==> config.mk <==
export PLATFORM = sky130hd
export DESIGN_NAME = ttl_bcd_counter_n_flat
export DESIGN_NICKNAME = d
export VERILOG_FILES = /design/src/rtl/ttl_bcd_counter_n_if.sv /design/src/rtl/ttl_bcd_counter_n.sv /design/src/flat_wrapper.sv
export SDC_FILE = /design/constraint.sdc
export NUM_CORES = 1
export LEC_CHECK = 0
export BUFFER_PORTS_ARGS = -buffer_cell sky130_fd_sc_hd__buf_4
export CAP_MARGIN = 20
export CORE_MARGIN = 3
export CORE_UTILIZATION = 49
export CTS_CLUSTER_DIAMETER = 80
export DETAILED_ROUTE_END_ITERATION = 8
export PLACE_DENSITY_LB_ADDON = 0.05
export SYNTH_ARGS = -nofsm -noshare
export SYNTH_HDL_FRONTEND = slang
export SYNTH_SLANG_ARGS = --single-unit
==> constraint.sdc <==
create_clock -name clk -period 2.2 [get_ports clk]
set_input_delay 0.55 -clock clk [delete_from_list [all_inputs] [get_ports clk]]
set_output_delay 0.55 -clock clk [all_outputs]
set_load 0.1 [all_outputs]
==> src/rtl/ttl_bcd_counter_n_if.sv <==
// Signal bundle for ttl_bcd_counter_n: load/enable/direction controls in, count and terminal flags out.
// Bundle only: no timing or flow control of its own.
interface ttl_bcd_counter_n_if #(
  parameter int DIGITS = 4
);
  logic                PE_n;
  logic                CEP;
  logic                CET;
  logic                U_D;
  logic                CLR_OVF;
  logic [4*DIGITS-1:0] P;
  logic [4*DIGITS-1:0] Q;
  logic [DIGITS-1:0]   DTC;
  logic                TC;
  logic                OVF;

  modport master (
    output PE_n, CEP, CET, U_D, CLR_OVF, P,
    input  Q, DTC, TC, OVF
  );

  modport slave (
    input  PE_n, CEP, CET, U_D, CLR_OVF, P,
    output Q, DTC, TC, OVF
  );
endinterface

==> src/rtl/ttl_bcd_counter_n.sv <==
// DIGITS-wide synchronous mod-MODULUS counter; Q/OVF one cycle after sampled inputs, DTC/TC combinational.
// No backpressure: CEP/CET gate counting. Define TTL_CNT_DOWN_EN to honour U_D (down counting).
module ttl_bcd_counter_n #(
  parameter int DIGITS  = 4,
  parameter int MODULUS = 10
) (
  input  logic               clk,
  input  logic               MR,
  ttl_bcd_counter_n_if.slave bus
);
  localparam logic [3:0] TERM_UP = 4'(MODULUS - 1);
  localparam logic [4:0] MOD5    = 5'(MODULUS);

  logic [4*DIGITS-1:0] q;
  logic [4*DIGITS-1:0] q_step;
  logic [DIGITS-1:0]   dtc;
  logic [DIGITS:0]     carry;
  logic                all_term;
  logic                step_en;
  logic                ovf;

  // Illegal digits (>= MODULUS) recover to 0 going up.
  function automatic logic [3:0] step_up(input logic [3:0] d);
    if (({1'b0, d} >= MOD5) || (d == TERM_UP)) return 4'd0;
    return d + 4'd1;
  endfunction

`ifdef TTL_CNT_DOWN_EN
  logic up;
  assign up = bus.U_D;

  function automatic logic [3:0] step_down(input logic [3:0] d);
    if (({1'b0, d} >= MOD5) || (d == 4'd0)) return TERM_UP;
    return d - 4'd1;
  endfunction
`else
  logic unused_ud;
  assign unused_ud = bus.U_D;
`endif

  // carry[i] is the lookahead "all lower digits terminal" term, so every digit steps on the same edge.
  always_comb begin
    q_step   = q;
    dtc      = '0;
    carry    = '0;
    carry[0] = 1'b1;
    for (int i = 0; i < DIGITS; i++) begin
`ifdef TTL_CNT_DOWN_EN
      dtc[i] = up ? (q[4*i +: 4] == TERM_UP) : (q[4*i +: 4] == 4'd0);
      if (carry[i]) q_step[4*i +: 4] = up ? step_up(q[4*i +: 4]) : step_down(q[4*i +: 4]);
`else
      dtc[i] = (q[4*i +: 4] == TERM_UP);
      if (carry[i]) q_step[4*i +: 4] = step_up(q[4*i +: 4]);
`endif
      carry[i+1] = carry[i] & dtc[i];
    end
  end

  assign all_term = carry[DIGITS];
  assign step_en  = bus.PE_n & bus.CEP & bus.CET;

  always_ff @(posedge clk) begin
    if (MR) begin
      q   <= '0;
      ovf <= 1'b0;
    end else begin
      if (!bus.PE_n) begin
        q <= bus.P;
      end else if (step_en) begin
        q <= q_step;
      end
      // A wrap on the same edge as a clear request keeps the flag set.
      if (step_en && all_term) begin
        ovf <= 1'b1;
      end else if (bus.CLR_OVF) begin
        ovf <= 1'b0;
      end
    end
  end

  assign bus.Q   = q;
  assign bus.DTC = dtc;
  assign bus.TC  = bus.CET & all_term;
  assign bus.OVF = ovf;
endmodule

==> src/flat_wrapper.sv <==
// flat-port wrapper written by rule: the top's interface ports become plain ports
module ttl_bcd_counter_n_flat 
#(
  parameter int DIGITS  = 4,
  parameter int MODULUS = 10
)
  (clk, MR, bus_PE_n, bus_CEP, bus_CET, bus_U_D, bus_CLR_OVF, bus_P, bus_Q, bus_DTC, bus_TC, bus_OVF);
  ttl_bcd_counter_n_if #(.DIGITS(DIGITS)) bus_i ();
  input  logic clk;
  input  logic MR;
  input wire logic [$bits(bus_i.PE_n)-1:0] bus_PE_n;
  input wire logic [$bits(bus_i.CEP)-1:0] bus_CEP;
  input wire logic [$bits(bus_i.CET)-1:0] bus_CET;
  input wire logic [$bits(bus_i.U_D)-1:0] bus_U_D;
  input wire logic [$bits(bus_i.CLR_OVF)-1:0] bus_CLR_OVF;
  input wire logic [$bits(bus_i.P)-1:0] bus_P;
  output wire logic [$bits(bus_i.Q)-1:0] bus_Q;
  output wire logic [$bits(bus_i.DTC)-1:0] bus_DTC;
  output wire logic [$bits(bus_i.TC)-1:0] bus_TC;
  output wire logic [$bits(bus_i.OVF)-1:0] bus_OVF;
  assign bus_i.PE_n = bus_PE_n;
  assign bus_i.CEP = bus_CEP;
  assign bus_i.CET = bus_CET;
  assign bus_i.U_D = bus_U_D;
  assign bus_i.CLR_OVF = bus_CLR_OVF;
  assign bus_i.P = bus_P;
  assign bus_Q = bus_i.Q;
  assign bus_DTC = bus_i.DTC;
  assign bus_TC = bus_i.TC;
  assign bus_OVF = bus_i.OVF;
  ttl_bcd_counter_n #(.DIGITS(DIGITS), .MODULUS(MODULUS)) u_core (.clk(clk), .MR(MR), .bus(bus_i));
endmodule
# ---- Yosys cells after proc, flatten, opt, wreduce, memory -nomap -nowiden
# Index checks and enable logic that the tools add are counted.
dict set report op_classes {
  addsub 4
  order_cmp 4
  n_eq_ne 8
  mux 22
  bitwise 6
  reduce_logical 9
}
# op count
set ops {}
lappend ops {{$mux W4} 11}
lappend ops {{$mux W16} 2}
lappend ops {{$add A4 B1 Y4 const B} 4}
lappend ops {{$eq A4 B4 Y1 const B} 4}
lappend ops {{$ge A4 B4 Y1 const B} 4}
lappend ops {{$mux W1} 9}
lappend ops {{$ne A2 B1 Y1 const B} 4}
lappend ops {{$and A1 B1 Y1} 6}
lappend ops {{$reduce_and A2 Y1} 3}
lappend ops {{$logic_or A1 B1 Y1} 4}
lappend ops {{$reduce_bool A2 Y1} 1}
lappend ops {{$logic_and A1 B1 Y1} 1}
dict set report word_totals {
  ff_bits 17
  input_bits 23
  out_inout_bits 22
  elab_cells 58
}

# ---- Longest topological paths before layout
dict set report depth {
  ltp_word 8
  ltp_mapped 7
  depth_no_buf 7
}

# ---- Worst setup path after synthesis
# OpenSTA, ideal clock, no wires.
dict set report synth_path {
  kind {register to output}
  startpoint {register u_core.q[12], in the netlist u_core.bus.Q[12]}
  endpoint {output port bus_TC}
  arrival_time_ps 3083
  required_time_ps 1650
  slack_ps -1433
  path_stages_with_launch 4
  n_path_buf 0
  cell_sequence {dfxtp_1 ha_1 and3_1 and3_1}
}
dict set report synth_via {
  elab_chain_len 3
}
# element line
set synth_lines {}
lappend synth_lines {{start: declaration} ttl_bcd_counter_n.sv:14} ;# logic [4*DIGITS-1:0] q;
lappend synth_lines {{start signal: assignment} ttl_bcd_counter_n.sv:68} ;# q <= bus.P;
lappend synth_lines {{start signal: assignment} ttl_bcd_counter_n.sv:70} ;# q <= q_step;
lappend synth_lines {{$eq A4 B4 Y1} ttl_bcd_counter_n.sv:52} ;# dtc[i] = (q[4*i +: 4] == TERM_UP);
lappend synth_lines {{via bus_DTC[3]} flat_wrapper.sv:18} ;# output wire logic [$bits(bus_i.DTC)-1:0] bus_DTC;
lappend synth_lines {{$and A1 B1 Y1} ttl_bcd_counter_n.sv:55} ;# carry[i+1] = carry[i] & dtc[i];
lappend synth_lines {{$and A1 B1 Y1} ttl_bcd_counter_n.sv:83} ;# assign bus.TC = bus.CET & all_term;
lappend synth_lines {{end: declaration} flat_wrapper.sv:19} ;# output wire logic [$bits(bus_i.TC)-1:0] bus_TC;
# The timed path passes the listed nets, and every way through them passes these cells.

# ---- Worst setup path after layout
dict set report layout_path {
  startpoint {register u_core.q[1], in the netlist u_core.bus.Q[1]}
  endpoint {output port bus_TC}
}
dict set report layout_via {
  elab_chain_len 5
}
# element line
set layout_lines {}
lappend layout_lines {{$eq A4 B4 Y1} ttl_bcd_counter_n.sv:52}
lappend layout_lines {{$and A1 B1 Y1 (3 in a row)} ttl_bcd_counter_n.sv:55}
lappend layout_lines {{$and A1 B1 Y1} ttl_bcd_counter_n.sv:83}
# Every way passes these cells.

==> flow_metrics.env <==
export IMPL_dieArea_mm2=0.003144
export IMPL_start_util=0.5349
export IMPL_relSlewSlack=0.7524
export IMPL_dp_cells=224
export IMPL_final_common_cell="buf_4"
export IMPL_die_w_um=56.08
export IMPL_cts_sinks=17
export IMPL_wl_per_cell_um=14.84
export IMPL_placementRows=17
export IMPL_drive_above_1_share=0.4381
export IMPL_drt_total_wl_um=3532
export IMPL_synth_edf_count=0
export IMPL_period_share=1.012
export IMPL_dp_slack_ns=0.05578
export IMPL_synthArstFlopShare=0
export IMPL_maxCapViolations=0
export IMPL_min_path_type="input port to flip-flop"
export IMPL_critPathSlowestCell="dfxtp_4"
export IMPL_cts_root_buffer="clkbuf_4"
export IMPL_grt_pass1_vias=1364
export IMPL_htree_levels=1
export IMPL_start_kind="flip-flop"
export IMPL_max_clock_freq_ghz=0.4492
export IMPL_die_y_um=56.08
export IMPL_path_cells="inv_2 -> ha_4 -> nand3b_4 -> nor4_4 -> and3_4 -> buf_12"
export IMPL_p_leak_nw=0.7972
export IMPL_cts_buffers=3
export IMPL_portBuffers=43
export IMPL_final_cell_mix="57 x buf_4, 17 x nor2_1, 10 x nand2_1, 10 x ha_1, 9 x inv_1"
export IMPL_worst_slack_ns=-0.02620
export IMPL_dpl_hpwl_um=2402
export IMPL_crit_path_end_kind="output pin"
export IMPL_syn_to_final_growth_pct=50.31
export IMPL_status="complete, but fails checks"
export IMPL_slowest_delay_ns=0.38
export IMPL_ys_seq_area_frac=0.2770
export IMPL_grt_pass1_wl_um=5968
export IMPL_powerDensity_mw_per_mm2=486.0
export IMPL_drtIter0Drc=42
export IMPL_grt_max_degree=37
export IMPL_mappedNetlistArea_mm2=0.001229
export IMPL_path_max_fanout=6
export IMPL_fillers=160
export IMPL_drt_first_pass_iters=4
export IMPL_syn_nets=189
export IMPL_viasPerCell=5.786
export IMPL_ctsHoldBuffers=0
export IMPL_ys_types=41
export IMPL_syn_area_per_cell_um2=7.978
export IMPL_vias=1377
export IMPL_finalHoldViolations=0
export IMPL_violations="setup timing"
export IMPL_antenna_found_initial=0
export IMPL_ant_nets=0
export IMPL_ir_worst_vdd_mv=0.3916
export IMPL_skew_ns=0.01172
export IMPL_synth_cells=154
export IMPL_worstSetupPathType="flip-flop to output pin"
export IMPL_layoutNonFillerInstCount=238
export IMPL_ys_warn_count=0
export IMPL_grt_ovfl_total=0
export IMPL_synth_flop_cell="dfxtp_1"
export IMPL_design_core_area_mm2=0.002297
export IMPL_num_antenna_cells=0
export IMPL_gp_congestion=0.8436
export IMPL_drc=0
export IMPL_setup_viol=1
export IMPL_finalPower_mw=0.8975
export IMPL_grt_usage=0.2293
export IMPL_cts_buffer_depth=2
export IMPL_design_portCount=45
export IMPL_nets=246
export IMPL_drv_slew=0
export IMPL_rsz0062_at_grt="yes"
export IMPL_cp_arrival_ns=1.68
export IMPL_ys_ff_latch=17
export IMPL_crit_required_ns=1.65
export IMPL_cts_tree="built"
export IMPL_worst_pin_slew_ns=0.3680
export IMPL_clk_latency_ns=0.29
export IMPL_layout_min_cycle_time_ns=2.226
export IMPL_path_clk_slew_ns=0.11
[flip-flops by register name (all words and copies together) (netlist names)]
register,cells
u_core.bus.OVF,1
u_core.bus.Q,16
[layout make-up]
cell class                      count  area, um^2  share of cell area
Clock buffer                        3       22.52             0.01220
Clock inverter                      1       5.005            0.002710
Inverter                           13       58.81             0.03184
Multi-Input combinational cell    117       883.3              0.4783
Sequential cell                    17       379.1              0.2053
Tap cell                           28       35.03             0.01897
Timing Repair Buffer               59       462.9              0.2507
[path summary, 6_finish.rpt]
check | from | to | slack (ns) | cells past startpoint
worst max register to register | u_core.bus.Q[5] | u_core.bus.Q[6] | 0.14 | 6
worst min register to register | u_core.bus.OVF | u_core.bus.OVF | 0.51 | 2
worst min-delay path | bus_P[14] | u_core.bus.Q[14] | 0.45 | 3
worst max-delay path | u_core.bus.Q[1] | bus_TC | -0.03 | 6
[critical path: cells and delay by family (launching register included)]
kind	cells	cell delay, ns
AND/OR/NAND/NOR	3	0.61
flip-flops	1	0.38
buffers and inverters	2	0.24
adder cells (fa/ha/maj)	1	0.16
[Yosys cell counts (2+ instances only)]
| library cell | n | share of area |
|---|---|---|
| clkbuf_1 | 6 | 0.018 |
| nand3b_1 | 3 | 0.018 |
| a311oi_1 | 6 | 0.043 |
| a211oi_1 | 4 | 0.024 |
| o21ai_0 | 5 | 0.020 |
| nor2_1 | 18 | 0.055 |
| nor4_1 | 6 | 0.031 |
| a21oi_1 | 6 | 0.024 |
| inv_1 | 13 | 0.040 |
| nand2_1 | 10 | 0.031 |
| nand2b_1 | 2 | 0.010 |
| a31oi_1 | 2 | 0.010 |
| nand4_1 | 3 | 0.015 |
| dfxtp_1 | 17 | 0.28 |
| nor3_1 | 4 | 0.016 |
| nor3b_1 | 2 | 0.012 |
| nor2b_1 | 3 | 0.015 |
| o41a_1 | 3 | 0.027 |
| ha_1 | 12 | 0.12 |
| nand3_1 | 5 | 0.020 |
| or3_1 | 3 | 0.015 |
| and3_1 | 2 | 0.010 |
[per-stage QoR]
step	area, um^2	hold WS (ns)	TNS [ns]	utilization
after floorplan	1328	0.6464	-0.03465	-
after global placement	1704	0.4552	0	0.7418
after detailed placement	1704	0.4860	0	0.7418
after CTS	1821	0.4432	-0.01901	0.7925
after global routing	1847	0.4489	-0.1130	0.8039
final	1847	0.4499	-0.02620	0.8039
[cells by family (layout without fill, tap and decap cells)]
group / Yosys count / in the layout / share of synthesized area
muxes: 1 / 1 / 0.008147
AOI/OAI and AO/OA: 35 / 35 / 0.2118
and+or+nand+nor: 69 / 69 / 0.3198
adders and majority gates: 12 / 12 / 0.1222
DFF: 17 / 17 / 0.2770
buffers and inverters: 20 / 76 / 0.06110
[where the power goes]
part	switching (mW)	internal (mW)
clock	0.106	0.0676
combinational	0.247	0.112
sequential	0.0370	0.328
total	0.390	0.508
[timing repair]
| item | 4_1_cts | 5_1_grt |
|---|---|---|
| endpoints found under the setup margin | 1 | 3 |
| gates resized for setup | 6 | 5 |
| buffers inserted | 9 | 1 |
| pin swaps | 2 | 2 |
[metal layers]
metal | part of all wire | track usage | wire (um) | vias to the layer above
met5 | 0 | 0 | 0 | -
met3 | 0.064 | 0.03712 | 225 | 10
met4 | 0.022 | 0.1119 | 76 | 0
li1 | - | - | - | 687
met1 | 0.42 | 0.2803 | 1477 | 623
met2 | 0.50 | 0.3856 | 1752 | 57
(Power assumes the default switching activity.)
